<file path="config.mk">
export PLATFORM = sky130hd
export DESIGN_NAME = score_keeper
export DESIGN_NICKNAME = d
export VERILOG_FILES = /design/src/rtl/game_pkg.sv /design/src/rtl/bcd_inc3.sv /design/src/rtl/score_keeper.sv
export SDC_FILE = /design/constraint.sdc
export NUM_CORES = 1
export LEC_CHECK = 0
export BUFFER_PORTS_ARGS = -buffer_cell sky130_fd_sc_hd__buf_4
export CAP_MARGIN = 20
export CORE_ASPECT_RATIO = 2
export CORE_MARGIN = 3
export CORE_UTILIZATION = 52
export CTS_CLUSTER_SIZE = 14
export DETAILED_ROUTE_END_ITERATION = 8
export MAX_ROUTING_LAYER = met4
export PLACE_DENSITY = 0.8
export SYNTH_ARGS = -nofsm -noshare
export SYNTH_HDL_FRONTEND = slang
export SYNTH_SLANG_ARGS = --single-unit
export TNS_END_PERCENT = 5
</file>
<file path="constraint.sdc">
create_clock -name clk -period 3.4 [get_ports clk]
set_clock_uncertainty 0.2 [all_clocks]
set_input_delay 0.34 -clock clk [delete_from_list [all_inputs] [get_ports clk]]
set_output_delay 0.34 -clock clk [all_outputs]
set_load 0.02 [all_outputs]
</file>
<file path="src/rtl/game_pkg.sv">
// Shared definitions for the game-side logic: score width and ceiling,
// the score_keeper FSM state encoding and the default tick divider.
package game_pkg;

  localparam int SCORE_W = 12;
  localparam logic [SCORE_W-1:0] SCORE_MAX = 12'h999;

  // One second at a 65 MHz system clock.
  localparam int TICK_DIV_DEFAULT = 65_000_000;

  typedef enum logic [1:0] {
    ST_IDLE = 2'd0,
    ST_RUN  = 2'd1,
    ST_OVER = 2'd2
  } state_t;

endpackage

</file>
<file path="src/rtl/bcd_inc3.sv">
// Combinational 3-digit BCD incrementer that saturates at 999.
// The input is expected to hold valid BCD digits. Also used by the
// on-screen score display.
module bcd_inc3
  import game_pkg::*;
(
  input  logic [SCORE_W-1:0] in,
  output logic [SCORE_W-1:0] out
);

  logic [3:0] w_ones;
  logic [3:0] w_tens;
  logic [3:0] w_hund;

  assign w_ones = in[3:0];
  assign w_tens = in[7:4];
  assign w_hund = in[11:8];

  // Ripple a decimal carry from ones to hundreds; hold at the ceiling.
  always_comb begin
    out = in;
    if (in != SCORE_MAX) begin
      if (w_ones != 4'd9) begin
        out[3:0] = w_ones + 4'd1;
      end else begin
        out[3:0] = 4'd0;
        if (w_tens != 4'd9) begin
          out[7:4] = w_tens + 4'd1;
        end else begin
          out[7:4]  = 4'd0;
          out[11:8] = w_hund + 4'd1;
        end
      end
    end
  end

endmodule

</file>
<file path="src/rtl/score_keeper.sv">
// Score and end-of-game sequencer feeding the end screen.
// Counts landings as a BCD score, freezes it on a fall, pulses jump_fail,
// holds game_over while in OVER and produces a periodic one_sec_tick.
// Optional feature macro: SCORE_HIGH_SCORE_EN (tracks session best score).
//
// Inputs game_start / land_ok / fall are single-cycle pulses with no
// handshake: each is acted on in the cycle it is high, or ignored if the
// current state does not accept it. There is no back-pressure.
module score_keeper
  import game_pkg::*;
#(
  // Clock cycles per one_sec_tick period; must be at least 2.
  parameter int TICK_DIV = TICK_DIV_DEFAULT
) (
  input  logic               clk,
  input  logic               rst_n,
  input  logic               game_start,
  input  logic               land_ok,
  input  logic               fall,
  output logic [SCORE_W-1:0] score,
  output logic [SCORE_W-1:0] best_score,
  output logic               jump_fail,
  output logic               game_over,
  output logic               one_sec_tick,
  output state_t             dbg_state
);

  localparam int CNT_W = (TICK_DIV > 1) ? $clog2(TICK_DIV) : 1;
  localparam logic [CNT_W-1:0] CNT_LAST = CNT_W'(TICK_DIV - 1);

  state_t             r_state;
  state_t             w_state_nxt;
  logic [SCORE_W-1:0] r_score;
  logic [SCORE_W-1:0] w_score_nxt;
  logic [SCORE_W-1:0] w_score_inc;
  logic               r_jump_fail;
  logic               w_jump_fail_nxt;
  logic               r_game_over;
  logic               w_enter_over;
  logic [CNT_W-1:0]   r_tick_cnt;
  logic [CNT_W-1:0]   w_tick_cnt_nxt;
  logic               r_tick;

  bcd_inc3 u_bcd_inc3 (
    .in  (r_score),
    .out (w_score_inc)
  );

  // Next-state and next-score decode; fall beats land_ok, start beats all.
  always_comb begin
    w_state_nxt     = r_state;
    w_score_nxt     = r_score;
    w_jump_fail_nxt = 1'b0;
    w_enter_over    = 1'b0;
    case (r_state)
      ST_IDLE: begin
        if (game_start) begin
          w_state_nxt = ST_RUN;
          w_score_nxt = '0;
        end
      end
      ST_RUN: begin
        if (fall) begin
          w_state_nxt     = ST_OVER;
          w_jump_fail_nxt = 1'b1;
          w_enter_over    = 1'b1;
        end else if (land_ok) begin
          w_score_nxt = w_score_inc;
        end
      end
      ST_OVER: begin
        if (game_start) begin
          w_state_nxt = ST_RUN;
          w_score_nxt = '0;
        end
      end
      default: begin
        w_state_nxt = ST_IDLE;
      end
    endcase
  end

  // FSM state and registered game outputs.
  always_ff @(posedge clk or negedge rst_n) begin
    if (!rst_n) begin
      r_state     <= ST_IDLE;
      r_score     <= '0;
      r_jump_fail <= 1'b0;
      r_game_over <= 1'b0;
    end else begin
      r_state     <= w_state_nxt;
      r_score     <= w_score_nxt;
      r_jump_fail <= w_jump_fail_nxt;
      r_game_over <= (w_state_nxt == ST_OVER);
    end
  end

  // Free-running tick divider, restarted on entry to OVER so the first
  // blink arrives a full period after game_over rises.
  always_comb begin
    w_tick_cnt_nxt = r_tick_cnt + CNT_W'(1);
    if (w_enter_over || (r_tick_cnt == CNT_LAST)) begin
      w_tick_cnt_nxt = '0;
    end
  end

  // Tick counter and its registered terminal-count pulse.
  always_ff @(posedge clk or negedge rst_n) begin
    if (!rst_n) begin
      r_tick_cnt <= '0;
      r_tick     <= 1'b0;
    end else begin
      r_tick_cnt <= w_tick_cnt_nxt;
      r_tick     <= (w_tick_cnt_nxt == CNT_LAST);
    end
  end

`ifdef SCORE_HIGH_SCORE_EN
  logic [SCORE_W-1:0] r_best;

  // Capture a new session best on the edge that enters OVER; BCD digits
  // compare correctly as a plain unsigned vector.
  always_ff @(posedge clk or negedge rst_n) begin
    if (!rst_n) begin
      r_best <= '0;
    end else if (w_enter_over && (r_score > r_best)) begin
      r_best <= r_score;
    end
  end

  assign best_score = r_best;
`else
  assign best_score = '0;
`endif

  assign score        = r_score;
  assign jump_fail    = r_jump_fail;
  assign game_over    = r_game_over;
  assign one_sec_tick = r_tick;
  assign dbg_state    = r_state;

endmodule

</file>
==> impl_metrics.yaml <==
synth:
  synth_top_family_by_area: "simple AND/OR/NAND/NOR gates"
  synth_xor_area_share_pct: 10.5
  syn_area_per_cell_um2: 9.57
  synth.cell_area_um2: 2340
  ys_warn_count: 0
  synth-adder-area-share_pct: 3.74
  synth.distinct_cells: 41
  synth_area_leaders: "dfrtp_1 (46%), nor2_1 (7.0%), xor2_1 (6.0%), xnor2_1 (4.5%), buf_4 (3.8%)"
  synth-simple-area-share_pct: 26.4
  synthCells: 245
  synth_top_area_share_pct: 45.9
  async_reset_ff_share_pct: 100
  synth_flop_cell: "dfrtp_1"
  yosysTopAreaCell: "dfrtp_1"
  synth.ff_latch_count: 43
  synth_edf_count: 0
  yosysSeqAreaShare_pct: 45.9
  synthMuxAreaShare_pct: 1.81
  synth-compound-area-share_pct: 5.18
sta:
  setup-violations-final: 0
  rsz0062_at_grt: "false"
  hold_viol_final: 0
  worst_slack_ps: 502
  layout_min_cycle_time_ps: 2900
  drv_slew: 0
  relSlewSlack_pct: 63.8
  finalSetupTns_ps: 0
  min_period_over_period_pct: 85.2
  worst_pin_slew_ps: 535
  fmax_mhz: 345
place:
  gp_congestion: 0.978
  dpl.hpwl_um: 3580
  dp.cells: 315
  io_buffers: 21
  preCtsSetupSlack_ps: 515
layout:
  regArea_um2: 1080
  drive_gt1_share_pct: 13.7
  areaGrowthSynthToFinish_pct: 11.2
  final.fill_count: 391
  multiInputGateArea_um2: 1160
  fin_cells: 324
  num_antenna_cells: 0
  fin_nets: 281
floorplanning:
  start_util_pct: 54.0
  rows: 34
  io_pins: 34
  core_area_um2: 4340
  die_area_um2: 5400
  die_h_um: 101
  die_w_um: 53.5
global_route:
  grt_pass1_vias: 1678
  grt_max_degree: 44
  antenna_found_initial: 0
  grt_pass1_wl_um: 7570
  grt_usage_pct: 20.0
  overflow: 0
cts:
  cts_tree: "built"
  clockBufferDepth: 2
  clk_latency_ps: 300
  clock-root-buffer: "clkbuf_8"
  clock_sinks: 43
  post-cts-setup-buffers: 0
  clk_pin_slew_ps: 80
  cts_buffers: 5
  cts_resized: 0
  htreeDepth: 2
route:
  wire_per_inst_um: 14.7
  dr_wl_met3_um: 201
  drt_iter0_drc: 58
  routed_via_density: 5.57
  wl_um: 4750
  first_pass_iters: 5
  drt-met1-wl_um: 1690
  top_layer: "met4"
  vias: 1806
  wl_met2_um: 2660
  drtAntennaViolNets: 0
  drc_errors: 0
critical_path:
  cp.required_ps: 3410
  crit_arrival_ps: 2910
  crit_type: "reg -> reg"
  critPathCaptureType: "flip-flop"
  path_max_fanout: 7
  worst_setup_path_start_kind: "flip-flop"
outcome:
  status: "finished clean"
power_and_ir_drop:
  p_leak_nw: 1.22
  ir_worst_vdd_mv: 0.363
  p_total_mw: 1.41
  powerDensity_nw_per_um2: 541
job:
  maxCapViolCount: 0
min_path:
  hold_path_class: "in -> reg"
==> report_power, final <==
group          switching (mW)  internal [mW]  total, mW
clock network           0.174          0.144      0.317
registers               0.109          0.589      0.698
logic                   0.232          0.163      0.395
total                   0.515          0.895       1.41
==> sequential cells by signal, indices dropped and copies added, names as in the netlist <==
signal / flops
score: 12
dbg_state: 2
game_over: 1
r_tick_cnt: 26
jump_fail: 1
one_sec_tick: 1
==> logic make-up after synthesis <==
kind of cell | count (synthesis)
AND/OR/NAND/NOR | 116
flip-flops | 43
XOR/XNOR | 28
buffers and inverters | 27
AO/OA/AOI/OAI | 19
adder cells (fa/ha/maj) | 7
multiplexers | 4
other | 1
==> repair_timing <==
action | 4_1_cts | 5_1_grt
setup endpoints to repair | 0 | 0
hold buffers | 1 | 0
hold endpoints to repair | 43 | 0
==> layout by cell type, fill, tap and decap left out, drive strengths merged, types with 2 or more instances in the layout <==
| cell | instances |
|---|---|
| nor2 | 44 |
| dfrtp | 43 |
| buf | 23 |
| xor2 | 16 |
| nand2 | 15 |
| nand3 | 13 |
| xnor2 | 12 |
| conb | 12 |
| nand4 | 11 |
| inv | 9 |
| ha | 7 |
| o21ai | 6 |
| clkbuf | 6 |
| and3 | 5 |
| nor3 | 4 |
| nor4 | 4 |
| nor2b | 3 |
| a21o | 3 |
| nor4b | 3 |
| a21oi | 3 |
| and2 | 2 |
| and4 | 2 |
| or4b | 2 |
| nand2b | 2 |
| mux2i | 2 |
| nand3b | 2 |
| a31oi | 2 |
| mux2 | 2 |
==> worst paths after layout <==
kind                                            to                    start  slack [ps]  depth (start not counted)
setup / recovery            one_sec_tick$_DFF_PN0_  r_tick_cnt[0]$_DFF_PN0_         500                          7
min in group asynchronous     score[9]$_DFFE_PN0P_                    rst_n         350                          2
max in group asynchronous  r_tick_cnt[7]$_DFF_PN0_                    rst_n        2270                          2
setup reg to reg            one_sec_tick$_DFF_PN0_  r_tick_cnt[0]$_DFF_PN0_         500                          7
hold / removal              dbg_state[0]$_DFF_PN0_                     fall         150                          3
hold reg to reg            r_tick_cnt[0]$_DFF_PN0_  r_tick_cnt[0]$_DFF_PN0_         340                          1
==> layout make-up <==
| type | count | share of cell area, % |
|---|---|---|
| inverter | 9 | 1.30 |
| multi-input combinational | 186 | 44.6 |
| sequential | 43 | 41.3 |
| tap | 54 | 2.59 |
| clock inverter | 2 | 0.480 |
| timing repair buffer | 24 | 7.01 |
| clock buffer | 6 | 2.78 |
==> routing by layer <==
layer,global-route usage [%],up-vias
met3,3.11,18
met4,12.0,0
met1,18.9,868
li1,-,864
met2,35.8,56
met5,-,-
==> through the flow <==
stage	utilization [%]	hold WS [ps]	cell area [µm²]
after global routing	60.1	148	2610
after CTS	60.1	140	2610
after global placement	57.9	151	2510
after floorplan	-	-156	2390
after detailed placement	57.9	154	2510
final	60.1	148	2610
==> synth_stat cells, drive strengths merged, types with 3 or more instances <==
cell and n:
xnor2 12, a21oi 3, nor2b 3, nor3 4
o21ai 6, nand4 11, nand3 13, a21o 3
nor2 44, nand2 15, xor2 16, and3 5
inv 9, clkbuf 4, nor4b 3, nor4 4
buf 14, ha 7, dfrtp 43
==> critical path: stages (launching register included) <==
cell and delay [ps]:
dfrtp_1 430, ha_1 250, nand3_1 150, or4b_1 680, nor4_4 260, xnor2_1 100, or4b_1 530, nor4_2 210
No activity file was read; power rests on OpenSTA's default activity.
